<file path="src/rtl/muldiv_pkg.sv">
// -----------------------------------------------------------------------------
// muldiv_pkg
// Shared definitions for the MIPS multiply/divide sequencer: operation
// encodings, controller state encoding, iteration-step mode and the helper
// that sizes the iteration counter.
// -----------------------------------------------------------------------------
package muldiv_pkg;

   localparam int MD_WIDTH = 32;

   // Operation encodings as presented on the op input.
   typedef enum logic [1:0] {
      OP_MULT  = 2'b00,
      OP_MULTU = 2'b01,
      OP_DIV   = 2'b10,
      OP_DIVU  = 2'b11
   } md_op_e;

   typedef enum logic [1:0] {
      ST_IDLE,
      ST_PREP,
      ST_RUN,
      ST_FIX
   } md_state_e;

   // Selects what the shared iteration datapath does this cycle.
   typedef enum logic {
      MODE_MUL,
      MODE_DIV
   } step_mode_e;

   // Iteration counter width: enough bits to count 0 .. w-1.
   function automatic int cnt_width(input int w);
      return (w > 1) ? $clog2(w) : 1;
   endfunction

endpackage

</file>
<file path="src/rtl/muldiv_step.sv">
// -----------------------------------------------------------------------------
// muldiv_step
// One combinational iteration of the multiply/divide datapath, built around a
// single WIDTH+1 bit adder/subtractor.
//   Multiply (shift-add, LSB first): {acc, sh} holds {partial product,
//     remaining multiplier}; add the operand when sh[0] is set, then shift the
//     whole pair right by one.
//   Divide (restoring): {acc, sh} holds {partial remainder, dividend/quotient};
//     shift left by one, trial-subtract the operand from the top WIDTH+1 bits
//     and shift the quotient bit into sh[0].
// Ports:
//   i_mode  : MODE_MUL or MODE_DIV
//   i_acc   : accumulator / partial remainder
//   i_sh    : multiplier / dividend-quotient shift register
//   i_opnd  : multiplicand / divisor magnitude
//   o_acc   : next accumulator
//   o_sh    : next shift register
// -----------------------------------------------------------------------------
module muldiv_step
   import muldiv_pkg::*;
#(
   parameter int WIDTH = MD_WIDTH
) (
   input  step_mode_e       i_mode,
   input  logic [WIDTH-1:0] i_acc,
   input  logic [WIDTH-1:0] i_sh,
   input  logic [WIDTH-1:0] i_opnd,
   output logic [WIDTH-1:0] o_acc,
   output logic [WIDTH-1:0] o_sh
);

   logic [WIDTH:0] w_a;
   logic [WIDTH:0] w_b;
   logic [WIDTH:0] w_cin;
   logic [WIDTH:0] w_sum;
   logic           w_qbit;

   // NOTE: every signal driven in an always_comb gets a default first, so no
   // path through the block leaves it unassigned and no latch is inferred.
   always_comb begin
      w_a   = {1'b0, i_acc};
      w_b   = '0;
      w_cin = '0;
      if (i_mode == MODE_DIV) begin
         // a - b computed as a + ~b + 1 on the shared adder.
         w_a   = {i_acc, i_sh[WIDTH-1]};
         w_b   = ~{1'b0, i_opnd};
         w_cin = {{WIDTH{1'b0}}, 1'b1};
      end else if (i_sh[0]) begin
         w_b = {1'b0, i_opnd};
      end
   end

   assign w_sum = w_a + w_b + w_cin;

   // The partial remainder is always below the divisor, so the shifted value is
   // below twice the divisor and a clear top bit of the difference means the
   // subtraction did not go negative (this also covers a set top bit in w_a).
   assign w_qbit = ~w_sum[WIDTH];

   always_comb begin
      o_acc = w_sum[WIDTH:1];
      o_sh  = {w_sum[0], i_sh[WIDTH-1:1]};
      if (i_mode == MODE_DIV) begin
         o_acc = w_qbit ? w_sum[WIDTH-1:0] : w_a[WIDTH-1:0];
         o_sh  = {i_sh[WIDTH-2:0], w_qbit};
      end
   end

endmodule

</file>
<file path="src/rtl/muldiv_ctrl.sv">
// -----------------------------------------------------------------------------
// muldiv_ctrl
// Multi-cycle sequencer for MIPS MULT/MULTU/DIV/DIVU. Owns the architectural
// HI/LO registers and drives muldiv_step for WIDTH iterations per operation.
// Sequence: IDLE -> PREP (signs, magnitudes) -> RUN (WIDTH steps) -> FIX
// (sign fix / divide-by-zero override, HI/LO write) -> IDLE.
// Ports:
//   i_clk, i_reset        : clock, asynchronous active-high reset
//   i_start, i_op         : operation request (sampled in IDLE only) and opcode
//   i_rs_val, i_rt_val    : multiplicand/dividend, multiplier/divisor
//   i_hi_we, i_lo_we      : MTHI/MTLO write enables (IDLE only)
//   i_wdata               : MTHI/MTLO data
//   o_busy                : state is not IDLE
//   o_done                : one-cycle pulse after HI/LO were written by an op
//   o_div_zero            : pulses with o_done when the divisor was zero
//   o_hi, o_lo            : architectural HI/LO
// -----------------------------------------------------------------------------
module muldiv_ctrl
   import muldiv_pkg::*;
#(
   parameter int WIDTH = MD_WIDTH
) (
   input  logic             i_clk,
   input  logic             i_reset,
   input  logic             i_start,
   input  logic [1:0]       i_op,
   input  logic [WIDTH-1:0] i_rs_val,
   input  logic [WIDTH-1:0] i_rt_val,
   input  logic             i_hi_we,
   input  logic             i_lo_we,
   input  logic [WIDTH-1:0] i_wdata,
   output logic             o_busy,
   output logic             o_done,
   output logic             o_div_zero,
   output logic [WIDTH-1:0] o_hi,
   output logic [WIDTH-1:0] o_lo
);

   localparam int CNT_W = cnt_width(WIDTH);
   localparam logic [CNT_W-1:0] CNT_LAST = CNT_W'(WIDTH - 1);

   md_state_e          r_state;
   md_state_e          w_state_nxt;
   logic [CNT_W-1:0]   r_cnt;
   md_op_e             r_op;
   logic [WIDTH-1:0]   r_rs;
   logic [WIDTH-1:0]   r_rt;
   logic [WIDTH-1:0]   r_acc;
   logic [WIDTH-1:0]   r_sh;
   logic [WIDTH-1:0]   r_opnd;
   logic               r_neg_q;      // product / quotient must be negated
   logic               r_neg_r;      // remainder must be negated
   logic               r_div_zero;   // divisor was zero for this op
   logic [WIDTH-1:0]   r_hi;
   logic [WIDTH-1:0]   r_lo;
   logic               r_done;
   logic               r_dz_pulse;

   logic               w_is_div;
   logic               w_signed;
   step_mode_e         w_mode;
   logic [WIDTH-1:0]   w_rs_abs;
   logic [WIDTH-1:0]   w_rt_abs;
   logic [WIDTH-1:0]   w_acc_nxt;
   logic [WIDTH-1:0]   w_sh_nxt;
   logic [2*WIDTH-1:0] w_prod_f;
   logic [WIDTH-1:0]   w_quo_f;
   logic [WIDTH-1:0]   w_rem_f;

   assign w_is_div = (r_op == OP_DIV) || (r_op == OP_DIVU);
   assign w_signed = (r_op == OP_MULT) || (r_op == OP_DIV);
   assign w_mode   = w_is_div ? MODE_DIV : MODE_MUL;

   // Magnitudes for signed ops; -2^(WIDTH-1) maps onto itself, which is the
   // correct unsigned magnitude.
   assign w_rs_abs = (w_signed && r_rs[WIDTH-1]) ? -r_rs : r_rs;
   assign w_rt_abs = (w_signed && r_rt[WIDTH-1]) ? -r_rt : r_rt;

   assign w_prod_f = r_neg_q ? -{r_acc, r_sh} : {r_acc, r_sh};
   assign w_quo_f  = r_neg_q ? -r_sh  : r_sh;
   assign w_rem_f  = r_neg_r ? -r_acc : r_acc;

   muldiv_step #(
      .WIDTH (WIDTH)
   ) u_step (
      .i_mode (w_mode),
      .i_acc  (r_acc),
      .i_sh   (r_sh),
      .i_opnd (r_opnd),
      .o_acc  (w_acc_nxt),
      .o_sh   (w_sh_nxt)
   );

   // ---------------- FSM ----------------
   always_ff @(posedge i_clk or posedge i_reset) begin
      if (i_reset) begin
         r_state <= ST_IDLE;
      end else begin
         r_state <= w_state_nxt;
      end
   end

   always_comb begin
      w_state_nxt = r_state;
      case (r_state)
         ST_IDLE: if (i_start) w_state_nxt = ST_PREP;
         ST_PREP: w_state_nxt = ST_RUN;
         ST_RUN:  if (r_cnt == CNT_LAST) w_state_nxt = ST_FIX;
         ST_FIX:  w_state_nxt = ST_IDLE;
         default: w_state_nxt = ST_IDLE;
      endcase
   end

   // ---------------- datapath and HI/LO ----------------
   // NOTE: sequential state is written with non-blocking assignments only, so
   // every register samples the values from before the edge.
   // NOTE: the working registers are reset along with HI/LO even though they
   // are reloaded before use; an abort then leaves no stale operand behind.
   always_ff @(posedge i_clk or posedge i_reset) begin
      if (i_reset) begin
         r_cnt      <= '0;
         r_op       <= OP_MULT;
         r_rs       <= '0;
         r_rt       <= '0;
         r_acc      <= '0;
         r_sh       <= '0;
         r_opnd     <= '0;
         r_neg_q    <= 1'b0;
         r_neg_r    <= 1'b0;
         r_div_zero <= 1'b0;
         r_hi       <= '0;
         r_lo       <= '0;
         r_done     <= 1'b0;
         r_dz_pulse <= 1'b0;
      end else begin
         r_done     <= 1'b0;
         r_dz_pulse <= 1'b0;
         case (r_state)
            ST_IDLE: begin
               if (i_start) begin
                  // start wins over a simultaneous MTHI/MTLO
                  r_op <= md_op_e'(i_op);
                  r_rs <= i_rs_val;
                  r_rt <= i_rt_val;
               end else begin
                  if (i_hi_we) r_hi <= i_wdata;
                  if (i_lo_we) r_lo <= i_wdata;
               end
            end
            ST_PREP: begin
               r_neg_q    <= w_signed & (r_rs[WIDTH-1] ^ r_rt[WIDTH-1]);
               r_neg_r    <= w_signed & r_rs[WIDTH-1];
               r_div_zero <= w_is_div && (r_rt == '0);
               r_acc      <= '0;
               r_sh       <= w_is_div ? w_rs_abs : w_rt_abs;
               r_opnd     <= w_is_div ? w_rt_abs : w_rs_abs;
               r_cnt      <= '0;
            end
            ST_RUN: begin
               r_acc <= w_acc_nxt;
               r_sh  <= w_sh_nxt;
               r_cnt <= r_cnt + CNT_W'(1);
            end
            ST_FIX: begin
               if (!w_is_div) begin
                  r_hi <= w_prod_f[2*WIDTH-1:WIDTH];
                  r_lo <= w_prod_f[WIDTH-1:0];
               end else if (r_div_zero) begin
                  r_hi <= r_rs;
                  r_lo <= '1;
               end else begin
                  r_hi <= w_rem_f;
                  r_lo <= w_quo_f;
               end
               r_done     <= 1'b1;
               r_dz_pulse <= r_div_zero;
            end
            default: ;
         endcase
      end
   end

   assign o_busy     = (r_state != ST_IDLE);
   assign o_done     = r_done;
   assign o_div_zero = r_dz_pulse;
   assign o_hi       = r_hi;
   assign o_lo       = r_lo;

endmodule
</file>
<file path="config.mk">
export PLATFORM = sky130hd
export DESIGN_NAME = muldiv_ctrl
export DESIGN_NICKNAME = d
export VERILOG_FILES = /design/src/rtl/muldiv_pkg.sv /design/src/rtl/muldiv_step.sv /design/src/rtl/muldiv_ctrl.sv
export SDC_FILE = /design/constraint.sdc
export NUM_CORES = 1
export LEC_CHECK = 0
export ABC_CLOCK_PERIOD_IN_PS = 8980
export CAP_MARGIN = 20
export CELL_PAD_IN_SITES_DETAIL_PLACEMENT = 1
export CELL_PAD_IN_SITES_GLOBAL_PLACEMENT = 1
export CORE_UTILIZATION = 30
export DETAILED_ROUTE_END_ITERATION = 8
export GPL_TIMING_DRIVEN = 1
export PLACE_DENSITY_LB_ADDON = 0.1
export SYNTH_ARGS = -nofsm -noshare
export SYNTH_HDL_FRONTEND = slang
export SYNTH_SLANG_ARGS = --single-unit
export TNS_END_PERCENT = 30
</file>
<file path="constraint.sdc">
create_clock -name i_clk -period 8.98 [get_ports i_clk]
set_input_delay 0.898 -clock i_clk [delete_from_list [all_inputs] [get_ports i_clk]]
set_output_delay 0.898 -clock i_clk [all_outputs]
set_load 0.02 [all_outputs]
</file>
[Word level (Yosys, flattened, before mapping)]
Cells that the tools add are included.
Storage, ports and cells
  word-level logic and storage cells: 87
  register bits: 238
Cells by class
  bitwise operators: 5
  muxes and demuxes: 33
  $add $sub $neg: 8
  eq/ne operators: 11
  reduce and logical (&&, ||, !) cells: 15
Operators by type and width (number)
  $mux 32: 18
  $pmux 32 s2: 4
  $neg 32->32: 4
  $mux 33: 2
  $mux 64: 1
  $neg 64->64: 1
  $add 33x1->33: 1
  $add 33x33->33: 1
  $not 32->33: 1
  $logic_not 32->1: 1
  $ne 2x2->1 const B: 5
  $pmux 5 s2: 1
  $eq 2x2->1 const B: 4
  $pmux 2 s4: 1
  $reduce_and 3->1: 2
  $reduce_bool 2->1: 3
  $add 5x1->5 const B: 1
  $eq 5x5->1 const B: 1
  $logic_not 2->1: 2
  $mux 1: 4
  $mux 2: 2
  $reduce_and 2->1: 2
  $logic_and 1x1->1: 3
  $and 1x1->1: 2
  other kinds (4): 5

[Depth between registers and ports, before layout]
  depth after elaboration: 9
  gate-level depth with buffers: 20

[Hierarchy]
Synthesis repeated with hierarchy kept, for this count alone.
Second synthesis, totals
  cells, all modules: 2075
  area, all modules: 17922.2 sq um
By module, submodules not included
  muldiv_ctrl: area each 14362.5 sq um, sequential area each 5955.7 sq um, cells each 1556, instances 1
  muldiv_step: area each 3559.7 sq um, sequential area each 0.0 sq um, cells each 519, instances 1

[Worst setup path after synthesis]
OpenSTA, ideal clock, no wires.
  path type: register to register
  start point: register r_op[1]
  end point: register r_acc[14]
  buffers on the path: 6
  data required time: 8.884 ns
  clock period less this slack: 4.892 ns
  stages on the path, launching flop included: 18
  arrival time: 4.797 ns
  path slack: 4.088 ns
  library setup time: 0.096 ns
  cells stage by stage: dfrtp_1 -> clkbuf_1 -> buf_1 -> clkbuf_1 -> buf_1 -> mux2_2 -> ha_1 -> clkbuf_1 -> nand4_1 -> or3_1 -> a2111o_1 -> nand3_1 -> a41oi_4 -> xor2_1 -> buf_2 -> mux2i_1 -> mux2i_1 -> o31ai_1
Between the ends
  longest elaborated chain between the ends: 9
RTL lines
  start, declared: RTL line muldiv_ctrl.sv:45  | md_op_e r_op;
  start signal, assigned: RTL line muldiv_ctrl.sv:142  | r_op <= md_op_e'(i_op);
  $eq 2x2->1: RTL line muldiv_ctrl.sv:70  | assign w_is_div = (r_op == OP_DIV) || (r_op == OP_DIVU);
  $logic_or 1x1->1 (*): RTL line muldiv_ctrl.sv:70
  $mux 1 (*): RTL line muldiv_ctrl.sv:72  | assign w_mode = w_is_div ? MODE_DIV : MODE_MUL;
  $mux 33: RTL line muldiv_step.sv:44  | if (i_mode == MODE_DIV) begin
  $add 33x33->33: RTL line muldiv_step.sv:54  | assign w_sum = w_a + w_b + w_cin;
  $add 33x1->33: RTL line muldiv_step.sv:54
  $mux 32: RTL line muldiv_step.sv:65  | o_acc = w_qbit ? w_sum[WIDTH-1:0] : w_a[WIDTH-1:0];
  $mux 32 (*): RTL line muldiv_step.sv:64  | if (i_mode == MODE_DIV) begin
  $pmux 32 s2 (*): RTL line muldiv_ctrl.sv:138  | case (r_state)
  end signal, assigned: RTL line muldiv_ctrl.sv:160  | r_acc <= w_acc_nxt;
  end, declared: RTL line muldiv_ctrl.sv:48  | logic [WIDTH-1:0] r_acc;
Mark *: on every way between the ends. The rest lies on a longest branch, timed or not.
A chain may end at the register's enable or synchronous reset.

[Final worst setup path]
  start point: register r_op[1]
  end point: register r_acc[4]
The elaborated chain is that of the path after synthesis.

==> metrics.md <==
| Metric | Value |
|---|---|
| Status | `finished, final reports clean` |
| Hold-fix buffers at CTS | `0` |
| Number of distinct library cells after synthesis | `77` |
| Clock-pin transition on the worst setup and hold timing paths | `60 ps` |
| Initial Utilization | `0.3041` |
| Netlist Area Pre-Place | `17,550 um2` |
| Worst setup SP type | `register` |
| RSZ-0062 raised after global routing | `false` |
| Post-synth EDFFs | `0` |
| CP max FO | `81` |
| Drt total wl | `74,910 um` |
| Largest net degree at the start of global routing | `143` |
| Sequential share of the synthesized area | `0.3394` |
| TritonCTS buffer count | `34` |
| Clock Sinks | `238` |
| Post-synth ARST share | `1.000` |
| Most frequent cells in the layout | `247 x nand2_1, 236 x dfrtp_1, 204 x o21ai_0, 169 x clkdlybuf4s50_1, 155 x nor2_1` |
| Initial DRT Pass Iterations | `5` |
| ANT cells | `0` |
| First-pass GRT wire length | `112,400 um` |
| Share of layout cells above drive strength 1 | `0.1182` |
| Mapped Avg Cell Area | `8.464 um2` |
| Critical Path RT | `9400 ps` |
| I/O Pins | `170` |
| Mapped Cells | `2,073` |
| Vias | `16,230` |
| CP arrival | `6100 ps` |
| Synth warnings | `0` |
| Clock insertion delay at the later pin of the skew report | `560 ps` |
| Vias in the first global route | `16,590` |
| Die H | `243.8 um` |
| Critical path class | `reg -> reg` |
| Max_cap viols | `0` |
| Placed instance area | `19,780 um2` |
| DRC violations left | `0` |
| Commonest non-fill, non-tap cell in the layout | `nand2_1` |
| Drt initial violations | `1,065` |
| DIE AREA | `59,460 um2` |
| HP Class | `reg -> reg` |
| Setup-failing EPs final | `0` |
| Tcrit/Tclk final | `0.6324` |
| Yosys top cell by area | `dfrtp_1` |
| Die W | `243.8 um` |
| Final hold vios | `0` |
| Slew @ Worst Pin | `1088 ps` |
| CTS H-tree depth | `2` |
| Capturing element type of the critical path | `register` |
| Syn nets | `2,220` |
| Slew headroom | `0.2748` |
| IO buf count | `169` |
| Antenna violations before repair | `1` |
| Clk root buf | `clkbuf_16` |
| Clock buffer depth | `3` |
| Max Freq | `176.1 MHz` |
| Row count | `88` |
| Peak VDD IR | `0.0001382 V` |
| Max-slew violations | `0` |
| Post-route minimum period | `5679 ps` |
| Synth top area share | `0.3394` |
| Vias per inst | `5.553` |
| Gates resized, CTS repair | `0` |
| Flip-flop and latch count after synthesis | `238` |
| Area Growth Syn to Fin | `19.62%` |
| Post-DP HPWL | `57,200 um` |
| Top FF cell, synth | `dfrtp_1` |
| GP Congestion | `0.8712` |
| Final ANT Viol Nets | `0` |
| CTS tree | `built` |
| Top post-synthesis cells by area | `dfrtp_1 34%, mux2_2 8.8%, o21ai_0 5.8%` |
| Skew final | `17.77 ps` |
| Post-CTS setup buffer count | `0` |
| Post-Layout Inst Area | `20,990 um2` |
| Overflow after GRT | `0` |
| LEAKAGE | `8.398 nW` |
| NumNets Final | `2,280` |
| Core ar. | `57,700 um2` |
| Setup TNS | `0 ps` |
| Drt wl/cell | `25.64 um` |
| Power density over cell area | `464.6 nW/um2` |
| Tot GR Track Use | `0.2520` |
registers in the layout, summed over array words and instances, names as in the netlist, 2 cells and up:
register	cells
o_hi	32
o_lo	32
r_acc	32
r_opnd	32
r_rs	32
r_rt	32
r_sh	32
r_cnt	5
r_op	2
r_state	2
stage by stage:
step                utilization  hold slack [ps]  total power, mW  std cells  setup WS [ps]
floorplan                     -            444.1            6.035       2073           1551
global placement         0.3428            457.1            8.197       2860           3555
detailed placement       0.3428            466.2            8.288       2860           3364
CTS                      0.3629            479.5            9.758       2920           3332
global route             0.3638            514.7            10.40       2922           2959
finish                   0.3638            475.4            9.752       2922           3301
path summary, 6_finish.rpt:
kind,cells past startpoint,slack (ps),endpoint,from
max in group asynchronous,3,6750,r_op[1]$_DFFE_PP0P_,i_reset
worst min-delay path,2,480,o_hi[5]$_DFFE_PP0P_,o_hi[5]$_DFFE_PP0P_
worst max register to register,14,3300,r_acc[4]$_DFFE_PP0P_,r_op[1]$_DFFE_PP0P_
min in group asynchronous,2,860,o_lo[9]$_DFFE_PP0P_,i_reset
worst min register to register,2,480,o_hi[5]$_DFFE_PP0P_,o_hi[5]$_DFFE_PP0P_
worst max-delay path,14,3300,r_acc[4]$_DFFE_PP0P_,r_op[1]$_DFFE_PP0P_
cell type report:
type	instances	area, um2
fill	6723	36710
multi-input combinational	1604	10750
sequential	238	5961
timing repair buffer	192	1909
clock buffer	47	970.9
tap	765	957.2
inverter	63	244.0
clock inverter	13	191.4
cell usage after synthesis (all sizes together) (19+ instances only):
| library cell | count |
|---|---|
| o21ai | 208 |
| nor3 | 29 |
| o31ai | 24 |
| nand3 | 23 |
| nand2 | 249 |
| ha | 42 |
| nor2 | 156 |
| xnor2 | 106 |
| inv | 61 |
| clkbuf | 141 |
| nor3b | 24 |
| dfrtp | 238 |
| o221ai | 25 |
| a211oi | 19 |
| buf | 27 |
| or3 | 26 |
| mux2i | 47 |
| a21oi | 153 |
| o22ai | 33 |
| mux2 | 137 |
| o211ai | 24 |
| xor2 | 59 |
report_power, final:
group	internal, mW	switching (mW)	leakage, nW
Clock	0.876	0.552	0.562
Combinational	2.27	3.59	4.93
Sequential	1.58	0.881	2.91
Total	4.73	5.02	8.40
per-layer routing:
layer,vias to the layer above,part of all wire,GRT usage
li1,7557,-,-
met1,8239,0.48,0.3518
met2,355,0.47,0.4126
met3,76,0.033,0.02633
met4,0,0.024,0.06526
met5,-,0,0
worst max-delay path, stage by stage (launching register included):
cell      delay, ps
dfrtp_4         760
buf_4           750
buf_4           590
mux2_2          420
ha_1            360
o211ai_1        110
a21o_1          210
a2111o_1        400
nand3_1         230
a41oi_4         240
xor2_2          470
buf_4           340
mux2_2          360
a21oi_1         160
o22ai_1          80
kinds of logic after synthesis:
kind of cell             after synthesis  synth area share
AND/OR/NAND/NOR                      607            0.1617
AO/OA/AOI/OAI                        596            0.2078
flip-flops                           238            0.3394
buffers and inverters                231           0.05035
multiplexers                         192            0.1252
XOR/XNOR                             165           0.08322
adder cells (fa/ha/maj)               44           0.03223
No activity file was read; power rests on OpenSTA's default activity.
